$ cat src/rtl/tc_interval_timer.sv
// Purpose: interval timer; ticks COUNT cycles after an accepted start, once (one-shot) or every COUNT cycles (periodic).
// Latency: all outputs registered; first tick_o exactly COUNT cycles after the edge that accepted start_i.
// Backpressure: a tick raises evt_valid_o until evt_ready_i takes it; a tick while one is still pending sets sticky overrun_o.
// Ports: clk_i/rst_n_i clock and async active-low reset; start_i, abort_i, periodic_i control;
//        evt_ready_i/clear_i event handshake and clear; busy_o, tick_o, evt_valid_o, overrun_o, tick_cnt_o status.
module tc_interval_timer #(
   parameter int COUNT = 100,
   parameter int EVT_W = 8
) (
   input  logic             clk_i,
   input  logic             rst_n_i,
   input  logic             start_i,
   input  logic             abort_i,
   input  logic             periodic_i,
   input  logic             evt_ready_i,
   input  logic             clear_i,
   output logic             busy_o,
   output logic             tick_o,
   output logic             evt_valid_o,
   output logic             overrun_o,
   output logic [EVT_W-1:0] tick_cnt_o
);

   if (COUNT < 1 || COUNT > (1 << 20)) begin : g_bad_count
      $error("tc_interval_timer: COUNT must lie in 1..2^20");
   end

   // The counter starts at LOAD and runs up; COUNT increments later it
   // reaches 2^CW, i.e. the MSB sets. No comparison against COUNT is needed.
   localparam int           CW   = $clog2(COUNT);
   localparam int           W    = CW + 1;
   localparam logic [W-1:0] LOAD = W'((1 << CW) - COUNT);

   typedef enum logic {IDLE = 1'b0, RUN = 1'b1} state_t;

   state_t           state_q, state_d;
   logic [W-1:0]     cnt_q, cnt_d, cnt_inc;
   logic             mode_q, mode_d;
   logic             term;
   logic             tick_d;
   logic             evt_d;
   logic             ovr_d;
   logic [EVT_W-1:0] tcnt_d;

   always_ff @(posedge clk_i or negedge rst_n_i) begin
      if (!rst_n_i) begin
         state_q     <= IDLE;
         cnt_q       <= LOAD;
         mode_q      <= 1'b0;
         tick_o      <= 1'b0;
         evt_valid_o <= 1'b0;
         overrun_o   <= 1'b0;
         tick_cnt_o  <= '0;
      end else begin
         state_q     <= state_d;
         cnt_q       <= cnt_d;
         mode_q      <= mode_d;
         tick_o      <= tick_d;
         evt_valid_o <= evt_d;
         overrun_o   <= ovr_d;
         tick_cnt_o  <= tcnt_d;
      end
   end

   // busy_o is the state flop itself, so it stays a registered output.
   assign busy_o = (state_q == RUN);

   always_comb begin
      state_d = state_q;
      cnt_d   = cnt_q;
      mode_d  = mode_q;
      tick_d  = 1'b0;
      cnt_inc = cnt_q + W'(1);
      // Terminal edge: the increment is about to set the MSB for the first time.
      term    = (state_q == RUN) && !cnt_q[W-1] && cnt_inc[W-1];

      if (abort_i) begin
         state_d = IDLE;
         cnt_d   = LOAD;
      end else if (start_i) begin
         // Start or restart; a restart swallows a coincident terminal edge.
         state_d = RUN;
         cnt_d   = LOAD;
         mode_d  = periodic_i;
      end else if (state_q == RUN) begin
         if (cnt_q[W-1]) begin
            // One-shot only: the counter holds its MSB during the tick
            // cycle, and the timer drops out of RUN on the following edge.
            state_d = IDLE;
            cnt_d   = LOAD;
         end else if (term) begin
            tick_d = 1'b1;
            // Periodic reloads on the terminal edge so ticks have no gap.
            cnt_d  = mode_q ? LOAD : cnt_inc;
         end else begin
            cnt_d = cnt_inc;
         end
      end

      // A new tick keeps the event pending even when the old one is taken.
      evt_d = evt_valid_o;
      if (tick_d) begin
         evt_d = 1'b1;
      end else if (evt_valid_o && evt_ready_i) begin
         evt_d = 1'b0;
      end

      // Setting beats clearing.
      ovr_d = overrun_o;
      if (clear_i) begin
         ovr_d = 1'b0;
      end
      if (tick_d && evt_valid_o && !evt_ready_i) begin
         ovr_d = 1'b1;
      end

      tcnt_d = tick_cnt_o;
      if (clear_i) begin
         tcnt_d = tick_d ? EVT_W'(1) : '0;
      end else if (tick_d) begin
         tcnt_d = tick_cnt_o + EVT_W'(1);
      end
   end

endmodule

$ cat config.mk
export PLATFORM = sky130hd
export DESIGN_NAME = tc_interval_timer
export DESIGN_NICKNAME = d
export VERILOG_FILES = /design/src/rtl/tc_interval_timer.sv
export SDC_FILE = /design/constraint.sdc
export NUM_CORES = 1
export LEC_CHECK = 0
export CAP_MARGIN = 20
export CORE_MARGIN = 1.5
export CORE_UTILIZATION = 54
export CTS_CLUSTER_SIZE = 12
export DETAILED_ROUTE_END_ITERATION = 8
export PLACE_DENSITY = 0.82
export SLEW_MARGIN = 15
export SYNTH_ARGS = -nofsm -noshare
export SYNTH_HDL_FRONTEND = slang
export SYNTH_SLANG_ARGS = --single-unit
export TNS_END_PERCENT = 30
$ cat constraint.sdc
create_clock -name clk_i -period 5.27 [get_ports clk_i]
set_input_delay 0.7905 -clock clk_i [delete_from_list [all_inputs] [get_ports clk_i]]
set_output_delay 0.7905 -clock clk_i [all_outputs]
set_load 0.03 [all_outputs]
Word level (Yosys, flattened, before mapping)
Cells that the tools add are included.
- register bits: 21
- bits of input ports: 7
- word-level logic and storage cells: 44
- add/subtract/negate cells: 2
- mux-type cells: 22
- bitwise logic cells: 1
- reduce and logical (&&, ||, !) cells: 12
- operator list (operator ; number):
    8-bit 2-to-1 mux ; 8
    8-bit by 1-bit adder with 8-bit output (second input constant) ; 2
    1-bit 2-to-1 mux ; 14
    2-bit nonzero test ; 3
    1-bit logical AND ; 5
    3-bit nonzero test ; 1
    1-bit logical NOT ; 2
    2-bit AND reduction ; 1
    1-bit inverter ; 1

Logic depth before layout (Yosys ltp)
Gate-level depths: netlist (run 1).
- word-level depth: 11
- gate-level depth with buffers: 5
- depth with buffers taken out: 4

Least setup slack after synthesis (run 1)
No wires, ideal clock.
- kind: input port to flip-flop
- start point: input abort_i
- end point: register tick_cnt_o[7]
- setup time: 0.078 ns
- data arrival time: 2.381 ns
- data required time: 5.192 ns
- path slack: 2.811 ns
- cell stages on the path: 4
- path buffers: 0
- cells stage by stage: or4b_4 or4_1 or4_1 a21oi_1
- longest elaborated chain between the ends: 2
- RTL lines (element ; line ; source):
    start, declared ; 13 ; input logic abort_i,
    1-bit 2-to-1 mux ; 77 ; if (abort_i) begin
    2-bit nonzero test (no line) ; -- ;
    end signal, assigned ; 61 ; tick_cnt_o <= tcnt_d;
    end, declared ; 21 ; output logic [EVT_W-1:0] tick_cnt_o
No other way between the ends.
A chain may end at the register's enable or synchronous reset.

Worst setup path in the final report (run 1)
Same ends and word-level chain as after synthesis.

==> impl_metrics.env, run 1 <==
export IMPL_grt_max_degree=22
export IMPL_setup_tns_final_ps=0
export IMPL_synthArstFlopShare_pct=100
export IMPL_fp_dieH_um=46.6
export IMPL_status="finished, final reports clean"
export IMPL_synth_most_common_cell="dfrtp_1"
export IMPL_htreeDepth=1
export IMPL_place_area_um2=1230
export IMPL_fp_dieW_um=46.6
export IMPL_synthFlopType="dfrtp_1"
export IMPL_wire_per_inst_um=13.6
export IMPL_fin_skew_ps=5.57
export IMPL_numCtsBuffers=3
export IMPL_timing_rr_start="cnt_q[7]$_DFFE_PN0P_"
export IMPL_tightest_slew_ps=921
export IMPL_clock_sinks=21
export IMPL_numPortBuffers=18
export IMPL_ir_worst_vdd_mv=0.161
export IMPL_syn_avg_cell_area_um2=9.97
export IMPL_finalCritPeriodShare_pct=55.6
export IMPL_antenna_found_initial=0
export IMPL_area_delta_synth_final_pct=22.0
export IMPL_hold_start="evt_valid_o$_DFFE_PN0P_"
export IMPL_max_slew_margin_pct=38.4
export IMPL_std_cell_rows=15
export IMPL_finalPower_w=0.000262
export IMPL_p_per_area_nw_per_um2=209
export IMPL_io_pins=19
export IMPL_drc=0
export IMPL_finalSetupViolCount=0
export IMPL_grt_use_total_pct=21.7
export IMPL_register_area_um2=529
export IMPL_worstPathMaxFanout=11
export IMPL_yosysSeqAreaShare_pct=51.5
export IMPL_ys_warn_count=0
export IMPL_yosysTopAreaCellShare_pct=43.8
export IMPL_whs_endpoint="evt_valid_o$_DFFE_PN0P_"
export IMPL_cts_tree="yes"
export IMPL_worstHoldPathType="reg -> reg"
export IMPL_cts_setup_buffers=0
export IMPL_synth_area_leaders="dfrtp_1, dfstp_2, o21ai_0"
export IMPL_worst_setup_path_end_kind="flip-flop"
export IMPL_place_gp_congestion=0.786
export IMPL_path_class="in -> reg"
export IMPL_report_final_slew_viol_count=0
export IMPL_hold_buffers=0
export IMPL_max_freq_mhz=341
export IMPL_nNetsFinal=132
export IMPL_worstPathArrival_ps=3170
export IMPL_start_util_pct=58.2
export IMPL_ys_types=33
export IMPL_r2r_slack_ps=2960
export IMPL_drt_iter0_markers=12
export IMPL_firstDrtPassIters=4
export IMPL_final_layout_size_suffix_gt1_share_pct=8.20
export IMPL_cts_buffer_depth=2
export IMPL_synth_edf_count=0
export IMPL_grt_pass1_wl_um=3290
export IMPL_r2r_end="tick_cnt_o[7]$_DFFE_PN0P_"
export IMPL_wl_um=2010
export IMPL_power_leakage_nw=0.530
export IMPL_hold_path_depth=2
export IMPL_multi_input_area_um2=467
export IMPL_via_count=825
export IMPL_hpwlAfterDp_um=1450
export IMPL_final_hold_violation_count=0
export IMPL_antenna_cells=0
export IMPL_synthCells=103
export IMPL_route_antenna_remaining_nets=0
export IMPL_dieArea_um2=2170
export IMPL_fin_area_um2=1250
export IMPL_yosysTopAreaCell="dfrtp_1"
export IMPL_nFillCells=155
export IMPL_clk_pin_slew_ps=120
export IMPL_rsz0062_at_grt="false"
export IMPL_worstPathRequired_ps=5510
export IMPL_syn_area_um2=1030
export IMPL_final_min_clock_period_ps=2930
export IMPL_maxCapViolCount=0
export IMPL_grt_pass1_vias=751
export IMPL_clock_tree_root_cell="clkbuf_4"
export IMPL_ys_ff_latch=21
export IMPL_cts_repair_resize_count=0
export IMPL_startpoint_type="input port"
export IMPL_clock_latency_ps=310
export IMPL_worst_r2r_cell_count=4
export IMPL_grt_overflow=0
export IMPL_viasPerCell=5.61
export IMPL_synthTopCellsByCount="dfrtp_1, nand2_1, o21ai_0"
export IMPL_core_region_area_um2=1760
export IMPL_syn_num_nets=112
[layout make-up]
class,count,share of cell area (%)
Timing Repair Buffer,18,14.4
Multi-Input combinational cell,74,37.2
Sequential cell,21,42.2
Clock buffer,3,1.80
Tap cell,25,2.50
Inverter,5,1.50
Clock inverter,1,0.399
[kinds of logic (layout without fill, tap and decap cells)]
family                   Yosys count  in the layout  share of synthesized area, %
adder cells (fa/ha/maj)            2              2                          2.44
XOR/XNOR                           4              4                          3.41
flip-flops                        21             21                          51.5
AND/OR/NAND/NOR                   41             41                          23.0
multiplexers                       2              2                          2.19
buffers and inverters              8             27                          3.04
AO/OA/AOI/OAI                     25             25                          14.4
[metrics by stage]
stage | hold WS, ps | setup WS, ps | instances | util, %
global route | 582 | 2270 | 147 | 71.1
global placement | 506 | 2090 | 143 | 69.5
CTS | 536 | 2350 | 147 | 71.1
detailed placement | 500 | 2010 | 143 | 69.5
finish | 537 | 2340 | 147 | 71.1
floorplan | 475 | 2810 | 103 | -
[how the worst max path moves through the flow]
stage	from	end	slack, ps	depth (start not counted)
after global routing	abort_i	tick_cnt_o[7]$_DFFE_PN0P_	2270	5
after global placement	abort_i	tick_cnt_o[7]$_DFFE_PN0P_	2090	5
after CTS	abort_i	tick_cnt_o[7]$_DFFE_PN0P_	2350	5
after floorplan	abort_i	tick_cnt_o[7]$_DFFE_PN0P_	2810	4
after detailed placement	abort_i	tick_cnt_o[7]$_DFFE_PN0P_	2010	5
final	abort_i	tick_cnt_o[7]$_DFFE_PN0P_	2340	5
[where the power goes]
| part | internal, W | switching, W | leakage [nW] |
|---|---|---|---|
| logic | 0.00000802 | 0.00000944 | 0.233 |
| registers | 0.000163 | 0.00000249 | 0.279 |
| clock network | 0.0000284 | 0.0000503 | 0.0177 |
[placed cells by master, fill, tap and decap left out, drive strengths merged]
| cell type | count |
|---|---|
| xor2 | 2 |
| a21oi | 8 |
| nand4 | 3 |
| and2 | 4 |
| inv | 5 |
| nand2 | 10 |
| a41o | 2 |
| and2b | 1 |
| ha | 2 |
| or3 | 6 |
| or4b | 1 |
| nand3 | 4 |
| o41ai | 1 |
| o21ai | 10 |
| mux2 | 2 |
| nand2b | 1 |
| or4 | 3 |
| and3 | 1 |
| nor2b | 2 |
| nor3b | 1 |
| nor2 | 2 |
| o22ai | 1 |
| dfrtp | 18 |
| and4 | 1 |
| dfstp | 3 |
| a21o | 1 |
| o31ai | 1 |
| a211oi | 1 |
| nor3 | 1 |
| clkdlybuf4s50 | 18 |
| clkbuf | 3 |
| xnor2 | 2 |
| clkinv | 1 |
[state kept, by name (all words and copies together) (netlist names)]
name	count
cnt_q	8
tick_cnt_o	8
busy_o	1
evt_valid_o	1
mode_q	1
overrun_o	1
tick_o	1
[critical path: stages]
cell and delay, ps:
clkdlybuf4s50_1 490, or4b_4 600, or4_1 580, or4_1 540, a21oi_1 160
[metal layers]
layer  vias up  GRT usage (%)  wire length (um)  share of wire (%)
li1        410              -                 -                  -
met1       389           31.7               970                 48
met2        22           31.4               946                 47
met3         4           2.35                66                3.3
met4         0           11.1                22                1.1
met5         -              0                 0                  0
(Power assumes the default switching activity.)
==> inputs of run 2 (changes only) <==
--- a/config.mk
+++ b/config.mk
@@ -7,10 +7,10 @@
 export LEC_CHECK = 0
 export CAP_MARGIN = 20
 export CORE_MARGIN = 1.5
-export CORE_UTILIZATION = 54
+export CORE_UTILIZATION = 50
 export CTS_CLUSTER_SIZE = 12
 export DETAILED_ROUTE_END_ITERATION = 8
-export PLACE_DENSITY = 0.82
+export PLACE_DENSITY = 0.77
 export SLEW_MARGIN = 15
 export SYNTH_ARGS = -nofsm -noshare
 export SYNTH_HDL_FRONTEND = slang
==> constraint.sdc (replaced) <==
create_clock -name clk_i -period 3 [get_ports clk_i]
set_input_delay 0.45 -clock clk_i [delete_from_list [all_inputs] [get_ports clk_i]]
set_output_delay 0.45 -clock clk_i [all_outputs]
set_load 0.03 [all_outputs]
==> run 2 against run 1 <==
Clock power rose by 68%. Combinational power rose by 86%. Sequential power rose by 75%.
==> impl_metrics.env, run 2 (synthesis results as in run 1) <==
export IMPL_fp_dieW_um=48.3
export IMPL_finalCritPeriodShare_pct=82.2
export IMPL_final_layout_size_suffix_gt1_share_pct=8.87
export IMPL_clkPwrFrac_pct=29.0
export IMPL_firstDrtPassIters=4
export IMPL_cts_setup_buffers=0
export IMPL_final_hold_violation_count=0
export IMPL_power_leakage_nw=0.537
export IMPL_via_count=837
export IMPL_max_freq_mhz=405
export IMPL_hpwlAfterDp_um=1530
export IMPL_register_area_um2=529
export IMPL_p_per_area_nw_per_um2=358
export IMPL_startpoint_type="input port"
export IMPL_drt_iter0_markers=21
export IMPL_area_delta_synth_final_pct=24.0
export IMPL_worst_setup_path_end_kind="flip-flop"
export IMPL_wire_per_inst_um=13.5
export IMPL_place_gp_congestion=0.817
export IMPL_nNetsFinal=134
export IMPL_ir_worst_vdd_mv=0.323
export IMPL_start_util_pct=52.9
export IMPL_worstPathArrival_ps=2680
export IMPL_nFillCells=176
export IMPL_status="finished, final reports clean"
export IMPL_pwr_share_comb_pct=7.1
export IMPL_power_switching_w=0.000102
export IMPL_numPortBuffers=18
export IMPL_clk_pin_slew_ps=110
export IMPL_io_pins=19
export IMPL_path_class="in -> reg"
export IMPL_viasPerCell=5.54
export IMPL_r2r_slack_ps=810
export IMPL_route_antenna_remaining_nets=0
export IMPL_worstPathMaxFanout=6
export IMPL_setup_tns_final_ps=0
export IMPL_cts_buffer_depth=2
export IMPL_fin_area_um2=1270
export IMPL_crit_chain="clkdlybuf4s50_1, or4b_4, or4_1, or4_1, a21oi_1"
export IMPL_worstPathRequired_ps=3220
export IMPL_report_final_slew_viol_count=0
export IMPL_mostFrequentLayoutCells="dfrtp_1, clkdlybuf4s50_1, nand2_1, o21ai_0, a21oi_1"
export IMPL_grt_pass1_wl_um=3380
export IMPL_finalSetupViolCount=0
export IMPL_fin_skew_ps=3.96
export IMPL_cpLargestDelayFamily="simple AND/OR/NAND/NOR gates"
export IMPL_dp_slack_ps=233
export IMPL_max_slew_margin_pct=66.0
export IMPL_worst_path_buf_inv=1
export IMPL_power_frac_seq_pct=63.9
export IMPL_clock_tree_root_cell="clkbuf_4"
export IMPL_grt_max_degree=22
export IMPL_crit_path_top_delay_cell="or4b_4"
export IMPL_wl_um=2040
export IMPL_tightest_slew_ps=507
export IMPL_clock_sinks=21
export IMPL_fp_dieH_um=48.3
export IMPL_antenna_cells=0
export IMPL_std_cell_rows=16
export IMPL_cts_tree="yes"
export IMPL_drc=0
export IMPL_grt_overflow=0
export IMPL_grt_pass1_vias=753
export IMPL_multi_input_area_um2=467
export IMPL_final_min_clock_period_ps=2470
export IMPL_fin_cells=151
export IMPL_grt_use_total_pct=18.6
export IMPL_p_int_w=0.000354
export IMPL_whs_ps=372
export IMPL_reg_top3="cnt_q: 8 flops, tick_cnt_o: 8 flops"
export IMPL_dieArea_um2=2340
export IMPL_slowest_delay_ps=600
export IMPL_htreeDepth=1
export IMPL_hold_buffers=0
export IMPL_setup_ws_ps=533
export IMPL_numCtsBuffers=3
export IMPL_place_area_um2=1240
export IMPL_cts_repair_resize_count=0
export IMPL_placed_cells=146
export IMPL_antenna_found_initial=0
export IMPL_core_region_area_um2=1940
export IMPL_crit_top_cell="or4_1"
export IMPL_clock_latency_ps=290
export IMPL_rsz0062_at_grt="false"
export IMPL_maxCapViolCount=0
export IMPL_switching_share_pct=22.4
export IMPL_worstHoldPathType="in -> async"
[run 2: routing by layer]
| layer | part of all wire, % | track usage (%) | up-vias |
|---|---|---|---|
| met2 | 47 | 29.4 | 20 |
| met1 | 49 | 26.8 | 394 |
| li1 | - | - | 421 |
| met4 | 0.74 | 6.67 | 0 |
| met5 | 0 | 0 | - |
| met3 | 3.3 | 2.16 | 2 |
[run 2: final timing paths]
path / from / to / cells after the start
worst max-delay path: abort_i / tick_cnt_o[7]$_DFFE_PN0P_ / 5
min in group clk_i: evt_valid_o$_DFFE_PN0P_ / evt_valid_o$_DFFE_PN0P_ / 2
worst max register to register: cnt_q[7]$_DFFE_PN0P_ / tick_cnt_o[7]$_DFFE_PN0P_ / 4
worst min register to register: evt_valid_o$_DFFE_PN0P_ / evt_valid_o$_DFFE_PN0P_ / 2
worst min-delay path: rst_n_i / tick_cnt_o[1]$_DFFE_PN0P_ / 1
max in group asynchronous: rst_n_i / cnt_q[4]$_DFFE_PN1P_ / 2
[run 2: power by group through the flow]
stage | logic, W | registers, W | clock network (W)
finish | 0.0000325 | 0.000291 | 0.000132
global route | 0.0000362 | 0.000292 | 0.000147
CTS | 0.0000314 | 0.000291 | 0.000140
detailed placement | 0.0000314 | 0.000296 | 0
global placement | 0.0000307 | 0.000296 | 0
floorplan | 0.0000108 | 0.000297 | 0
[run 2: cell type report]
type | count | area share [%]
repair buffers | 20 | 15.6
well taps | 27 | 2.65
clock buffers | 4 | 2.06
flip-flops and latches | 21 | 41.6
multi-input cells | 74 | 36.6
inverters | 5 | 1.47
[run 2: metrics by stage]
step | util, % | power, W
floorplan | - | 0.000308
global placement | 63.7 | 0.000327
detailed placement | 63.7 | 0.000328
CTS | 65.0 | 0.000462
global route | 65.6 | 0.000475
finish | 65.6 | 0.000456
